## config.mk

```make
export PLATFORM = sky130hd
export DESIGN_NAME = iwb_select_stage
export DESIGN_NICKNAME = d
export VERILOG_FILES = /design/src/rtl/iwb_select_stage.sv
export SDC_FILE = /design/constraint.sdc
export NUM_CORES = 1
export LEC_CHECK = 0
export CORE_ASPECT_RATIO = 0.6
export CORE_MARGIN = 5
export CORE_UTILIZATION = 40
export DETAILED_ROUTE_END_ITERATION = 8
export HOLD_SLACK_MARGIN = 0.15
export PLACE_DENSITY = 0.8
export SKIP_CTS_REPAIR_TIMING = 1
export SLEW_MARGIN = 20
export SYNTH_ARGS = -nofsm -noshare
export SYNTH_HDL_FRONTEND = slang
export SYNTH_SLANG_ARGS = --single-unit
```

## constraint.sdc

```tcl
create_clock -name clk -period 2.1 [get_ports clk]
set_clock_uncertainty 0.2 [all_clocks]
set_input_delay 0.21 -clock clk [delete_from_list [all_inputs] [get_ports clk]]
set_output_delay 0.21 -clock clk [all_outputs]
set_load 0.02 [all_outputs]
```

## src/rtl/iwb_select_stage.sv

```systemverilog
// Registered integer-writeback select: picks dmem/ALU/link/immediate result, holds it behind a
// valid/ready handshake, waits for late load data and counts retired register writes.
module iwb_select_stage #(
  parameter int XLEN     = 32,
  parameter int RADDR_W  = 5,
  parameter int PC_INC   = 4,
  parameter int RETIRE_W = 16
) (
  input  logic                clk,
  input  logic                reset,
  input  logic                in_valid,
  output logic                in_ready,
  input  logic [1:0]          IWB_SEL,
  input  logic [XLEN-1:0]     alu_output,
  input  logic [XLEN-1:0]     dmem_output,
  input  logic                dmem_valid,
  input  logic [XLEN-1:0]     PC_output,
  input  logic [XLEN-1:0]     imm_output,
  input  logic [RADDR_W-1:0]  rd_addr,
  input  logic                rd_we,
  output logic                out_valid,
  input  logic                out_ready,
  output logic [XLEN-1:0]     wb_data,
  output logic [RADDR_W-1:0]  wb_addr,
  output logic                wb_we,
  output logic [RETIRE_W-1:0] retired_count
);

  // state    | meaning
  // IDLE     | empty, ready for a bundle
  // WAIT_MEM | load accepted, waiting for dmem_valid
  // FULL     | result held, presented downstream
  typedef enum logic [1:0] {
    S_IDLE     = 2'd0,
    S_WAIT_MEM = 2'd1,
    S_FULL     = 2'd2
  } state_t;

  state_t                r_state;
  state_t                w_next;
  logic [XLEN-1:0]       r_data;
  logic [RADDR_W-1:0]    r_addr;
  logic                  r_we;
  logic [RETIRE_W-1:0]   r_count;

  logic                  w_accept;
  logic                  w_load_now;
  logic                  w_mem_done;
  logic                  w_retire;
  logic [XLEN-1:0]       w_sel_data;

  assign out_valid = (r_state == S_FULL);
  assign in_ready  = (r_state == S_IDLE) || ((r_state == S_FULL) && out_ready);
  assign wb_data   = r_data;
  assign wb_addr   = r_addr;
  assign wb_we     = out_valid && r_we;
  assign retired_count = r_count;

  assign w_accept   = in_valid && in_ready;
  assign w_load_now = w_accept && ((IWB_SEL != 2'b00) || dmem_valid);
  assign w_mem_done = (r_state == S_WAIT_MEM) && dmem_valid;
  assign w_retire   = out_valid && out_ready && wb_we;

  always_comb begin
    w_sel_data = dmem_output;
    case (IWB_SEL)
      2'b01:   w_sel_data = alu_output;
      2'b10:   w_sel_data = PC_output + XLEN'(PC_INC);
      2'b11:   w_sel_data = imm_output;
      default: w_sel_data = dmem_output;
    endcase
  end

  always_comb begin
    w_next = r_state;
    case (r_state)
      S_IDLE: begin
        if (w_accept) w_next = w_load_now ? S_FULL : S_WAIT_MEM;
      end
      S_WAIT_MEM: begin
        if (dmem_valid) w_next = S_FULL;
      end
      S_FULL: begin
        if (out_ready) begin
          if (w_accept) w_next = w_load_now ? S_FULL : S_WAIT_MEM;
          else          w_next = S_IDLE;
        end
      end
      default: w_next = S_IDLE;
    endcase
  end

  always_ff @(posedge clk or posedge reset) begin
    if (reset) r_state <= S_IDLE;
    else       r_state <= w_next;
  end

  // addr/we are captured on every accept; data only once it is actually known
  always_ff @(posedge clk or posedge reset) begin
    if (reset) begin
      r_data <= '0;
      r_addr <= '0;
      r_we   <= 1'b0;
    end else if (w_accept) begin
      r_addr <= rd_addr;
      r_we   <= rd_we && (rd_addr != '0);
      if (w_load_now) r_data <= w_sel_data;
    end else if (w_mem_done) begin
      r_data <= dmem_output;
    end
  end

  always_ff @(posedge clk or posedge reset) begin
    if (reset)         r_count <= '0;
    else if (w_retire) r_count <= r_count + RETIRE_W'(1);
  end

endmodule

```

==> results.cfg <==
[logic_synthesis]
ys_async_sr_fraction_pct = 100
ys.flop_type = dfrtp_1
ys_top_cells_by_area = dfrtp_1 37%, mux2i_1 8.7%, xnor2_1 5.3%, mux2_2 4.5%, nand2_1 3.7%
syn_area_per_cell_um2 = 9.25
synth_top_area_cell = dfrtp_1
yosysTopAreaCellShare_pct = 37.0
syn_area_mm2 = 0.00378
synth_fp_nets = 552
synth_edf_count = 0
synth_seq_cells = 56
synthTopCellsByCount = 56 x dfrtp_1, 37 x nand2_1, 33 x mux2i_1
yosysMostFrequentCell = dfrtp_1
yosysSeqAreaShare_pct = 37.0
yosys_warnings = 0
ys_types = 50
syn_inst = 409

[floorplan]
die_area_mm2 = 0.0116
coreArea_mm2 = 0.00919
io_pins = 197
rows = 27
dieWidth_um = 136
initial_core_util_pct = 41.2
die_h_um = 85.3

[sta]
max_freq_ghz = 0.486
fin_crit_ns = 2.06
setup_violations = 0
max_slew_margin_pct = 61.1
final.period_utilization_pct = 98.1
finalHoldViolCount = 0
slew_violations = 0
worstMarginPinSlew_ns = 0.584

[place]
io_buffers = 196
globalplace.congestion = 0.903
place_hpwl_mm = 12.0
placed_area_mm2 = 0.00631
dp_cells = 770

[clock_tree]
cts_made_buffers = 5
clockBufferDepth = 2
root_buffer = clkbuf_16
clkLatencyLatePin_ns = 0.29
clock-sinks = 56
cts_tree = built
clk_pin_slew_ns = 0.08
htreeDepth = 2

[critical_path]
worstPathRequired_ns = 2.10
crit_arrival_ns = 2.06
path_cells = clkdlybuf4s50_1 > nand4_1 > or4_4 > buf_12 > nor3_1 > o21ai_1 > a22oi_1
start_kind = input pin
cp_num_buf_inv = 2
crit_path_max_fanout = 6
cp_slowest_stage_delay_ns = 0.58
slowest_stage = or4_4
path_delay_family = simple AND/OR/NAND/NOR gates
path_class = input pin to flip-flop
end_kind = flip-flop

[layout]
final_nets = 791
fillCellCount = 729
final_area_mm2 = 0.00658
utilization_pct = 71.6
finalNonFillerCells = 779
drive_gt1_share_pct = 16.3
antenna_cells = 0
areaGrowthSynthToFinish_pct = 74.0

[global_route]
grt_max_degree = 57
grt.total_usage_pct = 24.8
first_global_vias = 4378
grt_first_pass_wirelength_mm = 22.8
antenna_found_initial = 0
grt_overflow = 0

[routing]
vias_per_cell = 5.50
dr.pass1.iters = 5
drc_errors = 0
ant_nets = 0
routed_wirelength_mm = 14.8
wire_per_inst_um = 19.0
num_vias = 4287
drt_first_iter_violations = 284

[job]
maxCapViolations = 0

[power]
vdd_ir_drop_max_mv = 0.546
seqPwrFrac_pct = 34.8
pwr-share-clk_pct = 23.2
power.switching_mw = 1.40
combPwrFrac_pct = 42.0
swShare_pct = 33.4
powerDensity_mw_per_mm2 = 639
cellLeakagePower_nw = 2.72
cellInternalPower_mw = 2.80

[status]
status = finished clean

[worst_hold_path]
hp-class = input pin to flip-flop
==> per-stage QoR <==
stage                     power (mW)  hold WS, ns  worst slack (ns)  setup TNS [ns]
final                           4.20        0.258            0.0407               0
after global routing            4.41        0.277          -0.00395        -0.00395
after CTS                       4.22        0.130            -0.111          -0.976
after detailed placement        3.23        0.262            -0.430           -7.01
after global placement          3.18        0.261            -0.336           -5.32
after floorplan                 2.22       0.0764             0.171               0
==> power groups by stage <==
stage / clock [mW] / sequential, mW / combinational (mW)
5_1_grt: 1.04 / 1.49 / 1.88
2_1_floorplan: 0 / 1.69 / 0.530
4_1_cts: 0.996 / 1.46 / 1.77
3_3_place_gp: 0 / 1.46 / 1.72
3_5_place_dp: 0 / 1.47 / 1.76
6_report: 0.976 / 1.46 / 1.77
==> worst register-to-register path: stages (launching register included) <==
cell and delay, ns:
dfrtp_1 0.45, nand2b_1 0.21, a21oi_4 0.18, buf_12 0.14, mux2i_1 0.22, o22ai_1 0.09, a311o_1 0.31
==> routing by layer <==
metal  share of wire (%)  vias up  global-route usage, %  wire length [µm]
met2                  47      212                   42.0              6900
li1                    -     2008                      -                 -
met5                   0        -                      0                 0
met1                  43     2052                   32.5              6370
met3                 9.7       15                   7.35              1430
met4                0.81        0                   3.02               120
==> flip-flops by register name, indices dropped and copies added (netlist names) <==
signal and flops:
wb_data 32, r_we 1, retired_count 16, r_state 2
wb_addr 5
==> path summary, 6_finish.rpt <==
check | startpoint | end | slack, ns | cells past startpoint
setup / recovery | PC_output[12] | wb_data[21]$_DFFE_PP0P_ | 0.04 | 7
min in group asynchronous | reset | retired_count[14]$_DFFE_PP0P_ | 0.67 | 4
max in group asynchronous | reset | wb_data[14]$_DFFE_PP0P_ | 0.77 | 4
hold reg to reg | wb_addr[1]$_DFFE_PP0P_ | wb_addr[1]$_DFFE_PP0P_ | 0.28 | 2
hold / removal | IWB_SEL[0] | wb_data[5]$_DFFE_PP0P_ | 0.26 | 3
setup reg to reg | r_state[0]$_DFFE_PP0P_ | wb_data[5]$_DFFE_PP0P_ | 0.18 | 6
==> placed cells by master (no fill, tap or decap), types with 5 or more instances in the layout <==
cell type and n:
a211oi_1 13, a21oi_1 27, a221oi_1 11, a22oi_1 14, and2_1 5, buf_12 7, buf_4 50, clkbuf_16 5
clkdlybuf4s50_1 184, dfrtp_1 55, dlymetal6s2s_1 10, inv_1 13, mux2_2 15, mux2i_1 33, nand2_1 37, nand3_1 16
nand4_1 11, nor2_1 5, nor2b_1 8, nor3_1 11, nor4_1 5, o21a_1 7, o21ai_0 10, o21ai_1 6
xnor2_1 23, xor2_1 8
==> kinds of logic after synthesis <==
kind of cell | after synthesis | synth area share, %
buf+inv | 38 | 4.56
compound gates | 109 | 19.6
flops | 56 | 37.0
simple gates | 125 | 17.8
mux | 48 | 13.2
xor+xnor | 31 | 7.18
fa+ha+maj | 2 | 0.661
==> layout make-up <==
cell class                      instances  area, µm²  share of cell area, %
Sequential cell                        56       1400                   21.3
Multi-Input combinational cell        315       2270                   34.5
Clock inverter                          2       38.8                  0.589
Clock buffer                            6        129                   1.96
Inverter                               14       52.6                  0.798
Tap cell                              130        163                   2.47
Timing Repair Buffer                  256       2520                   38.4
No activity file was read; power rests on OpenSTA's default activity.
